`config.mk`:
```
export PLATFORM = sky130hd
export DESIGN_NAME = keyentry
export DESIGN_NICKNAME = d
export VERILOG_FILES = /design/src/rtl/keyentry.sv
export SDC_FILE = /design/constraint.sdc
export NUM_CORES = 1
export LEC_CHECK = 0
export CAP_MARGIN = 15
export CORE_AREA = 10 10 151 153
export DETAILED_ROUTE_END_ITERATION = 12
export DIE_AREA = 0 0 161 163
export SLEW_MARGIN = 30
export SYNTH_ARGS = -nofsm -noshare
export SYNTH_HDL_FRONTEND = slang
export SYNTH_SLANG_ARGS = --single-unit
```
`constraint.sdc`:
```
create_clock -name clk -period 2.1 [get_ports clk]
set_input_delay 0.42 -clock clk [delete_from_list [all_inputs] [get_ports clk]]
set_output_delay 0.42 -clock clk [all_outputs]
set_load 0.05 [all_outputs]
```
`src/rtl/keyentry.sv`:
```
// Decimal digit-entry: synchronise and debounce ten digit keys, shift presses into a
// 3-digit BCD entry, and convert the entry to binary with a sequential x10 accumulator.
module keyentry #(
    parameter int DEB_CNT = 50000,
    parameter int DEB_W   = 16
) (
    input  logic        clk,
    input  logic        RST,
    input  logic [9:0]  keys,
    input  logic        clr,
    output logic [11:0] bcd,
    output logic [1:0]  ndig,
    output logic [9:0]  bin,
    output logic        bin_valid,
    output logic        busy
);

    localparam logic [DEB_W-1:0] CNT_MAX = DEB_W'(DEB_CNT - 1);

    localparam logic [0:0] P_IDLE = 1'b0;
    localparam logic [0:0] P_HELD = 1'b1;

    localparam logic [1:0] CIDLE = 2'd0;
    localparam logic [1:0] C2    = 2'd1;
    localparam logic [1:0] C1    = 2'd2;
    localparam logic [1:0] C0    = 2'd3;

    logic [9:0]       sync1, key_s, cand, key_db;
    logic [DEB_W-1:0] cnt, cnt_inc;
    logic [0:0]       pstate, pstate_d;
    logic [1:0]       cstate;
    logic [11:0]      snap, bcd_d;
    logic [1:0]       ndig_d;
    logic [9:0]       acc, acc_x10;
    logic             key_nz, onehot, strobe, start;
    logic [3:0]       digit;

    assign cnt_inc = cnt + DEB_W'(1);

    // Debounce works on the whole vector: any change restarts the stability count.
    always_ff @(posedge clk) begin
        if (RST) begin
            sync1  <= '0;
            key_s  <= '0;
            cand   <= '0;
            key_db <= '0;
            cnt    <= '0;
        end else begin
            sync1 <= keys;
            key_s <= sync1;
            if (key_s != cand) begin
                cand <= key_s;
                cnt  <= '0;
            end else if (cnt != CNT_MAX) begin
                cnt <= cnt_inc;
                if (cnt_inc == CNT_MAX) key_db <= cand;
            end
        end
    end

    always_comb begin
        key_nz = |key_db;
        onehot = key_nz && ((key_db & (key_db - 10'd1)) == 10'd0);
        digit  = 4'd0;
        for (int i = 0; i < 10; i++) begin
            if (key_db[i]) digit = 4'(i);
        end
        strobe   = (pstate == P_IDLE) && onehot;
        pstate_d = pstate;
        if (pstate == P_IDLE && key_nz) pstate_d = P_HELD;
        else if (pstate == P_HELD && !key_nz) pstate_d = P_IDLE;
    end

    // clr takes priority over a coincident digit strobe.
    always_comb begin
        bcd_d  = bcd;
        ndig_d = ndig;
        if (clr) begin
            bcd_d  = 12'd0;
            ndig_d = 2'd0;
        end else if (strobe) begin
            bcd_d  = {bcd[7:0], digit};
            ndig_d = (ndig == 2'd3) ? 2'd3 : ndig + 2'd1;
        end
        start = clr | strobe;
    end

    assign acc_x10 = (acc << 3) + (acc << 1);
    assign busy    = (cstate != CIDLE);

    always_ff @(posedge clk) begin
        if (RST) begin
            pstate    <= P_IDLE;
            bcd       <= '0;
            ndig      <= '0;
            cstate    <= CIDLE;
            snap      <= '0;
            acc       <= '0;
            bin       <= '0;
            bin_valid <= 1'b0;
        end else begin
            pstate    <= pstate_d;
            bcd       <= bcd_d;
            ndig      <= ndig_d;
            bin_valid <= 1'b0;
            // A new start always wins, aborting any conversion in flight.
            if (start) begin
                snap   <= bcd_d;
                cstate <= C2;
            end else begin
                case (cstate)
                    C2: begin
                        acc    <= {6'd0, snap[11:8]};
                        cstate <= C1;
                    end
                    C1: begin
                        acc    <= acc_x10 + {6'd0, snap[7:4]};
                        cstate <= C0;
                    end
                    C0: begin
                        bin       <= acc_x10 + {6'd0, snap[3:0]};
                        bin_valid <= 1'b1;
                        cstate    <= CIDLE;
                    end
                    default: cstate <= CIDLE;
                endcase
            end
        end
    end

endmodule

```
==> impl_metrics.tcl <==
set metrics [dict create \
    outcome "finished, violations left" \
    violations "negative setup slack" \
    synth_cells 527 \
    netlist_area_um2 4847 \
    crit_start "key_db[0]" \
    relSlewSlack_pct 63.77 \
    p_switching_mw 1.014 \
    dr.first_iter.drc_count 194 \
    clock_skew_ns 0.01119 \
    ios 39 \
    total_power_mw 4.030 \
    critPathTopFamily "simple AND/OR/NAND/NOR gates" \
    hold_violations 0 \
    place_ws_ns -0.07272 \
    p_int_mw 3.016 \
    syn_to_final_growth_pct 36.60 \
    cp_slowest_cell "or4_4" \
    p_per_area_nw_per_um2 608.7 \
    core_area_um2 19910 \
    combPwrFrac_pct 6.6 \
    fin_ws_ns -0.01800 \
    r2r_cells 7 \
    switching_share_pct 25.17 \
    grt_pass1_wl_um 17810 \
    antenna_found_initial 0 \
    worst_ep_arrival_time_ns 2.36 \
    max_stage_delay_ns 0.56 \
    grt_max_degree 41 \
    ys_types 54 \
    clkPwrFrac_pct 42.8 \
    final_period_minus_worst_setup_slack_ns 2.118 \
    max_freq_ghz 0.4721 \
    finalSetupViolCount 4 \
    synth-main-ff-cell "dfxtp_1" \
    worst_slew_pin_slew_ns 0.5418 \
    cts_root_buffer "clkbuf_16" \
    required_ns 2.34 \
    cts_buffers 9 \
    ant_nets 0 \
    gp_congestion 0.7931 \
    end_kind "flip-flop" \
    period_share_pct 100.9 \
    cp_cell_sequence "or4_4 -> o41ai_4 -> nand3_4 -> a21oi_4 -> buf_12 -> mux2i_1 -> nor2_1" \
    post-dp-hpwl_um 7590 \
    yosysWarnings 0 \
    reg2reg_slack_ns -0.02 \
    path_max_fanout 7 \
    gr-total-overflow 0 \
    ir_worst_vdd_uv 437.4 \
    die_y_um 163 \
    drt-total-wl_um 10970 \
    rr_startpoint "key_db[0]" \
    synthArstFlopShare_pct 0 \
    drive_above_1_share_pct 26.59 \
    pwr-share-seq_pct 50.6 \
    cp_num_cells 7 \
    drc 0 \
    fill_cells 2057 \
    grt.total_usage_pct 8.098 \
    yosysSeqAreaShare_pct 43.37 \
    syn_nets 561 \
    start_util_pct 24.35 \
    synth_edf_count 0 \
    reg2reg_to "acc[2]" \
    worstSetupStartpointType "flip-flop" \
    diodes 0 \
    crit_path_end "acc[2]" \
    cts_sinks 105 \
    nets 657 \
    via_per_inst 4.351 \
    path_class "flip-flop to flip-flop" \
    fp-row-count 52 \
    die_w_um 161 \
    port-buffer-count 38 \
    via_count 3907 \
    max_cap_viol_count 0 \
    first_global_vias 3747 \
    drv_slew 0 \
    path_clk_slew_ns 0.08 \
    clock_latency_ns 0.36 \
    cts_tree "yes" \
    crit_buf_inv 1 \
    dieArea_um2 26240 \
    clockBufferDepth 2 \
    first_pass_iters 4 \
    avgSynthCellArea_um2 9.198 \
    cts.htree.levels 3 \
    wl_per_cell_um 12.21 \
    synth-seq-cells 105 \
    hp-class "input port to flip-flop" \
    rsz0062_at_grt "true" \
    leakage_nw 2.440 \
]
[cells in the mapped netlist, drive strengths merged, types with 9 or more instances]
cell | n | area (um^2)
mux2i | 9 | 90.09
xor2 | 25 | 219.0
nand2b | 9 | 56.30
nor2 | 54 | 205.2
xnor2 | 19 | 166.4
ha | 18 | 225.2
inv | 19 | 71.32
dfxtp | 105 | 2102
o31ai | 11 | 82.58
buf | 13 | 95.08
nor3 | 10 | 50.05
nand4 | 19 | 118.9
a21oi | 51 | 277.8
nand2 | 38 | 142.6
nand3 | 14 | 90.09
clkbuf | 14 | 53.80
nor2b | 33 | 206.5
a211oi | 12 | 110.1
[worst reg2reg max path: cells and delay by family (launching register included)]
family          cells  cell delay (ns)
compound gates      2             0.56
buf+inv             1             0.15
flops               1             0.32
mux                 1             0.17
simple gates        3             0.80
[cell usage in the layout, fill, tap and decap left out, types with 4 or more instances in the layout]
cell	count
nand2b_1	8
buf_4	68
ha_1	14
clkinv_8	4
nor2_1	51
o31ai_2	5
nor4_2	5
dfxtp_2	11
nand3_2	5
nand4_1	19
mux2i_1	8
a211oi_2	4
nand3_1	8
o31ai_1	5
xor2_1	24
dfxtp_1	94
inv_1	17
nor2b_1	30
a21oi_1	48
clkdlybuf4s50_1	36
o21ai_0	5
nor3_1	7
nand2_1	37
ha_2	4
clkbuf_16	10
xnor2_1	17
or4_4	4
a211oi_1	8
[metrics by stage]
step	instances	utilization, %	setup TNS [ns]	cell area, um^2	hold slack, ns
after global placement	872	29.78	-0.1542	5928	0.4186
after CTS	889	31.83	0	6337	0.3554
after floorplan	527	-	-0.02788	4861	0.4138
final	898	33.26	-0.06557	6621	0.3542
after global routing	898	33.26	-1.574	6621	0.3514
after detailed placement	872	29.78	-0.3401	5928	0.4204
[timing repair]
| action | in CTS | in global routing |
|---|---|---|
| resized for setup | 20 | 50 |
| hold buffers | 0 | 0 |
| endpoints found under the setup margin | 37 | 54 |
| setup buffers | 1 | 6 |
| pin swaps | 6 | 18 |
| cloned | 0 | 4 |
[final cells by class]
class                   count  area [um^2]  share of cell area, %
inverters                  19        71.32                  1.077
flip-flops and latches    105         2116                  31.95
repair buffers            109        955.9                  14.44
clock buffers               9        225.2                  3.401
clock inverters             7        93.84                  1.417
well taps                 270        337.8                  5.102
multi-input cells         379         2821                  42.61
[cell families after synthesis]
| kind of cell | Yosys count | synth area share (%) |
|---|---|---|
| adder cells (fa/ha/maj) | 22 | 6.092 |
| AND/OR/NAND/NOR | 202 | 21.99 |
| flip-flops | 105 | 43.37 |
| XOR/XNOR | 44 | 7.950 |
| AO/OA/AOI/OAI | 98 | 13.96 |
| multiplexers | 10 | 2.091 |
| buffers and inverters | 46 | 4.543 |
[power by group through the flow]
| stage | combinational (mW) | clock (mW) | sequential, mW |
|---|---|---|---|
| final | 0.266 | 1.72 | 2.04 |
| after global routing | 0.292 | 1.87 | 2.05 |
| after CTS | 0.244 | 1.78 | 2.04 |
| after detailed placement | 0.237 | 0 | 2.09 |
| after global placement | 0.236 | 0 | 2.09 |
| after floorplan | 0.136 | 0 | 2.09 |
[sequential cells by signal (all words and copies together) (netlist names), 2 cells and up]
| name | flops |
|---|---|
| bin | 10 |
| ndig | 2 |
| key_db | 10 |
| cand | 10 |
| bcd | 12 |
| cstate | 2 |
| key_s | 10 |
| cnt | 16 |
| snap | 12 |
| sync1 | 10 |
| acc | 9 |
[routing by layer]
layer	vias up	track usage (%)	wire length, um
li1	2028	-	-
met1	1804	10.40	5227
met2	58	12.88	5182
met3	17	2.098	380
met4	0	2.854	175
met5	-	0	0
[how the worst min path moves through the flow]
| stage | slack [ns] | to | startpoint | cells past startpoint |
|---|---|---|---|---|
| 6_report | 0.35 | cstate[0] | RST | 2 |
| 5_1_grt | 0.35 | cstate[0] | RST | 2 |
| 4_1_cts | 0.36 | cstate[0] | RST | 2 |
| 3_5_place_dp | 0.42 | key_s[8] | sync1[8] | 1 |
| 3_3_place_gp | 0.42 | key_s[2] | sync1[2] | 1 |
| 2_1_floorplan | 0.41 | key_s[0] | sync1[0] | 1 |
(Power assumes the default switching activity.)
